File: config.mk
export PLATFORM = sky130hd
export DESIGN_NAME = mem_arbiter
export DESIGN_NICKNAME = d
export VERILOG_FILES = /design/src/rtl/mem_arbiter.sv
export SDC_FILE = /design/constraint.sdc
export NUM_CORES = 1
export LEC_CHECK = 0
export CAP_MARGIN = 25
export CORE_MARGIN = 2
export CORE_UTILIZATION = 45
export DETAILED_ROUTE_END_ITERATION = 16
export HOLD_SLACK_MARGIN = 0.02
export PLACE_DENSITY = 0.94
export SLEW_MARGIN = 20
export SYNTH_ARGS = -nofsm -noshare
export SYNTH_HDL_FRONTEND = slang
export SYNTH_SLANG_ARGS = --single-unit
export TNS_END_PERCENT = 30
File: constraint.sdc
create_clock -name clk -period 3.4 [get_ports clk]
set_input_delay 0.68 -clock clk [delete_from_list [all_inputs] [get_ports clk]]
set_output_delay 0.68 -clock clk [all_outputs]
set_load 0.02 [all_outputs]
File: src/rtl/mem_arbiter.sv
// mem_arbiter
// Shares one single-port memory between an instruction-fetch port and a
// data port. Data normally has priority; a streak counter bounds how many
// data grants in a row may pass a waiting fetch. Every access holds the
// memory for exactly LAT cycles, after which the matching ack is registered
// for one cycle together with the returned read data.
//
// Parameters
//   LAT     memory read latency in cycles (1..7)
//   STREAK  max consecutive data grants while a fetch waits (1..15)
//
// Ports
//   clk, rst                 clock, synchronous active-high reset
//   if_req/if_addr           fetch request (held until if_ack) and byte address
//   if_ack/if_rdata          fetch completion pulse and fetched word (held)
//   d_req/d_we/d_addr        data request, write enable, byte address
//   d_wdata/d_sel            write data and byte-lane enables
//   d_ack/d_rdata            data completion pulse and read data (held)
//   mem_ce/mem_we            memory enable / write enable (0 outside an access)
//   mem_addr/mem_wdata/sel   memory address, write data, lane enables
//   mem_rdata                memory read data, sampled on the last access edge
//   stall_req                pipeline stall while any request is unserved
//
// A fetch drives mem_sel=4'hF (full word) and mem_wdata=0 while it runs.
module mem_arbiter #(
  parameter int unsigned LAT    = 1,
  parameter int unsigned STREAK = 4
) (
  input  logic        clk,
  input  logic        rst,
  input  logic        if_req,
  input  logic [31:0] if_addr,
  output logic        if_ack,
  output logic [31:0] if_rdata,
  input  logic        d_req,
  input  logic        d_we,
  input  logic [31:0] d_addr,
  input  logic [31:0] d_wdata,
  input  logic [3:0]  d_sel,
  output logic        d_ack,
  output logic [31:0] d_rdata,
  output logic        mem_ce,
  output logic        mem_we,
  output logic [31:0] mem_addr,
  output logic [31:0] mem_wdata,
  output logic [3:0]  mem_sel,
  input  logic [31:0] mem_rdata,
  output logic        stall_req
);

  typedef enum logic [1:0] {
    IDLE,
    IF_ACC,
    D_ACC
  } state_t;

  localparam logic [2:0] ACC_LAST   = 3'(LAT - 1);
  localparam logic [3:0] STREAK_MAX = 4'(STREAK);

  state_t      state;
  state_t      state_nxt;
  logic [2:0]  acc_cnt;
  logic [3:0]  streak;
  logic        lat_we;
  logic [31:0] lat_addr;
  logic [31:0] lat_wdata;
  logic [3:0]  lat_sel;

  logic        if_pend;
  logic        d_pend;
  logic        grant_if;
  logic        grant_d;
  logic        acc_last;

  // In the ack cycle the requester still shows the request it has just had
  // served; masking with the ack keeps it out of arbitration and the stall.
  assign if_pend   = if_req & ~if_ack;
  assign d_pend    = d_req & ~d_ack;
  assign stall_req = if_pend | d_pend;
  assign acc_last  = (acc_cnt == ACC_LAST);

  always_comb begin
    state_nxt = state;
    grant_if  = 1'b0;
    grant_d   = 1'b0;
    unique case (state)
      IDLE: begin
        if (d_pend && !(if_pend && (streak == STREAK_MAX))) begin
          grant_d   = 1'b1;
          state_nxt = D_ACC;
        end else if (if_pend) begin
          grant_if  = 1'b1;
          state_nxt = IF_ACC;
        end
      end
      IF_ACC, D_ACC: begin
        if (acc_last) state_nxt = IDLE;
      end
      default: state_nxt = IDLE;
    endcase
  end

  always_comb begin
    mem_ce    = 1'b0;
    mem_we    = 1'b0;
    mem_addr  = '0;
    mem_wdata = '0;
    mem_sel   = '0;
    if (state != IDLE) begin
      mem_ce    = 1'b1;
      mem_we    = lat_we;
      mem_addr  = lat_addr;
      mem_wdata = lat_wdata;
      mem_sel   = lat_sel;
    end
  end

  always_ff @(posedge clk) begin
    if (rst) begin
      state     <= IDLE;
      acc_cnt   <= '0;
      streak    <= '0;
      if_ack    <= 1'b0;
      d_ack     <= 1'b0;
      if_rdata  <= '0;
      d_rdata   <= '0;
      lat_we    <= 1'b0;
      lat_addr  <= '0;
      lat_wdata <= '0;
      lat_sel   <= '0;
    end else begin
      state  <= state_nxt;
      if_ack <= 1'b0;
      d_ack  <= 1'b0;

      if (grant_d) begin
        lat_we    <= d_we;
        lat_addr  <= d_addr;
        lat_wdata <= d_wdata;
        lat_sel   <= d_sel;
        if (if_pend)
          streak <= (streak == STREAK_MAX) ? streak : streak + 4'd1;
        else
          streak <= '0;
      end

      if (grant_if) begin
        lat_we    <= 1'b0;
        lat_addr  <= if_addr;
        lat_wdata <= '0;
        lat_sel   <= 4'hF;
        streak    <= '0;
      end

      if (state != IDLE) begin
        if (acc_last) begin
          acc_cnt <= '0;
          if (state == IF_ACC) begin
            if_ack   <= 1'b1;
            if_rdata <= mem_rdata;
          end else begin
            d_ack <= 1'b1;
            if (!lat_we) d_rdata <= mem_rdata;
          end
        end else begin
          acc_cnt <= acc_cnt + 3'd1;
        end
      end
    end
  end

endmodule

==> impl_metrics.yaml, run 1 <==
sta:
  rsz0062_at_grt: "no"
  tightest_slew_ps: 818.1
  fin_crit_sh_pct: 91.61
  finClkSkew_ps: 10.24
  drv_slew: 0
  setup_viol: 0
  finalHoldViolCount: 0
  timing.fmax_mhz: 321.0
  slew_headroom_pct: 45.46
  fin_tns_setup_ps: 0
  finalCriticalPeriod_ps: 3115
hold_path:
  hold_path_class: "reg -> reg"
global_routing:
  grt_pass1_vias: 5543
  antenna_found_initial: 0
  grt_max_degree: 76
  grt_pass1_wl_um: 27970
  grt_overflow: 0
  grt_usage_pct: 25.05
critical_path:
  cp.required_ps: 2720
  crit_type: "reg -> out"
  endpoint_kind: "primary output"
  path_cells: "inv_1 > ha_2 > buf_4 > nor2b_1 > clkdlybuf4s50_1"
  cp_slowest_cell: "ha_2"
  slowest_delay_ps: 610
  cp_data_arrival_time_ps: 2430
  startpoint_type: "register"
  path_max_fanout: 32
logic_synthesis:
  syn_nets: 848
  synth-seq-cells: 144
  syn-cell-area_mm2: 0.005909
  netlist.area_leader.share_pct: 48.78
  synth.avg_cell_area_um2: 8.382
  yosys_warnings: 0
  synth_cell_type_count: 39
  synth_area_leaders: "dfxtp_1 (49%), nand2_1 (12%), a21oi_1 (9.0%)"
  synth_largest_area_cell: "dfxtp_1"
  ys_seq_area_share_pct: 48.78
  syn_inst: 705
clock_tree:
  path_clk_slew_ps: 60
  clk_latency_ps: 420
  cts_hold_buf: 0
  clock-sinks: 144
  postCtsSetupRepairBufs: 0
  cts_buffers: 17
  cts_resized: 0
  root_buffer: "clkbuf_16"
  cts_buffer_depth: 2
  htreeDepth: 4
  cts_tree: "done"
placed_design:
  post-dp-hpwl_um: 12410
  portBuffers: 273
  dp_cells: 1108
  gp_congestion: 0.8449
finish:
  fillers: 933
  nets: 1098
  multi_input_area_mm2: 0.002705
  insertedDiodeCount: 0
  seq_area_mm2: 0.002883
  post-route-util_pct: 73.19
  syn2layout_area_growth_pct: 57.57
  fin_cells: 1140
  layout-drive-gt1-share_pct: 6.508
routing:
  route.detailed.drc: 0
  wl_um: 17740
  firstDrtPassIters: 5
  vias: 5739
  ant_nets: 0
  dr.first_iter.drc_count: 407
  wl_per_cell_um: 15.56
  vias_per_cell: 5.034
floorplanning:
  num_io_pins: 274
  core_area_mm2: 0.01272
  die_h_um: 118.6
  dieArea_mm2: 0.01406
  start_util_pct: 46.45
  fp.dieW_um: 118.6
  rows: 41
power_and_ir_drop:
  irDropWorstVdd_mv: 0.3647
  p_leak_nw: 3.343
  powerDensity_mw_per_mm2: 522.5
  total_power_mw: 4.865
run_status:
  outcome: "complete, no violations"
flow_run:
  cap_violations: 0
[Yosys cell counts, drive strengths merged]
master	count
nand2	200
dfxtp	144
a21oi	106
nor2b	69
buf	33
a221o	32
and2	32
clkbuf	21
nor2	14
inv	9
ha	6
nor3	6
nand3	5
nand2b	4
nand3b	4
and2b	2
nand4	2
nor4	2
o21a	2
o21ai	2
or4	2
a211oi	1
a21o	1
a31oi	1
a32oi	1
and3b	1
mux2i	1
nor3b	1
or2	1
[metrics by stage]
step           hold slack (ps)  cell area, µm²  setup slack, ps
2_1_floorplan            431.8            5909             1252
5_1_grt                  471.8            9311            121.6
6_report                 449.0            9311            285.2
3_5_place_dp             441.9            8667            520.1
4_1_cts                  450.7            9311            234.9
3_3_place_gp             436.6            8667            587.5
[per-layer routing]
metal / track usage (%) / share of wire, % / wire length [µm]
met5: 0 / 0 / 0
met4: 10.19 / 2.6 / 457
met3: 9.363 / 8.5 / 1503
met2: 43.03 / 51 / 9096
met1: 27.82 / 38 / 6681
[kinds of logic after synthesis]
family | after synthesis | share of synthesized area, %
buffers and inverters | 63 | 5.780
and+or+nand+nor | 345 | 28.52
muxes | 1 | 0.1694
AOI/OAI and AO/OA | 146 | 15.48
adders and majority gates | 6 | 1.270
DFF | 144 | 48.78
[flip-flops by register name (all words and copies together) (netlist names)]
register / cells
d_rdata: 32
if_rdata: 32
lat_addr: 32
lat_wdata: 32
lat_sel: 4
streak: 4
acc_cnt: 3
state: 2
d_ack: 1
if_ack: 1
lat_we: 1
[worst max-delay path, delay by kind of cell, from the launching register on]
kind                       cells  cell delay, ps
and+or+nand+nor                1              70
buffers and inverters          3            1020
adders and majority gates      1             610
DFF                            1             320
[final cells by class]
class	count	share of cell area (%)
clock inverters	13	2.271
flip-flops and latches	144	30.96
clock buffers	19	4.649
inverters	9	0.3628
multi-input cells	498	29.05
well taps	172	2.311
repair buffers	285	30.40
[path summary, 6_finish.rpt]
check | start | to | slack [ps] | depth (start not counted)
worst max register to register | state[1] | lat_addr[8] | 600 | 8
worst min-delay path | lat_wdata[29] | lat_wdata[29] | 450 | 2
worst min register to register | lat_wdata[29] | lat_wdata[29] | 450 | 2
worst max-delay path | state[1] | mem_addr[21] | 290 | 5
[report_power, final]
group	total [mW]	leakage [nW]	internal (mW)	switching, mW
Combinational	0.941	1.87	0.456	0.484
Sequential	1.90	1.18	1.82	0.0718
Clock	2.03	0.300	1.30	0.724
Total	4.86	3.34	3.58	1.28
[cell usage in the layout (no fill, tap or decap), drive strengths merged, types with 2 or more instances in the layout]
cell type      count
a21oi            106
a221o             32
and2              32
and2b              2
buf               13
bufinv             5
clkbuf            19
clkdlybuf4s50    272
clkinv             3
clkinvlp           4
dfxtp            144
ha                 6
inv               10
nand2            200
nand2b             4
nand3              5
nand3b             4
nand4              2
nor2              14
nor2b             69
nor3               6
nor4               2
o21a               2
o21ai              2
or4                2
Note: power is estimated with default switching activity, not from simulation.
==> run 2: changes to the inputs <==
--- a/config.mk
+++ b/config.mk
@@ -15,4 +15,3 @@
 export SYNTH_ARGS = -nofsm -noshare
 export SYNTH_HDL_FRONTEND = slang
 export SYNTH_SLANG_ARGS = --single-unit
-export TNS_END_PERCENT = 30
==> results of run 2 <==
Same layout as run 1: the final DEF is identical, and so are final timing and power.
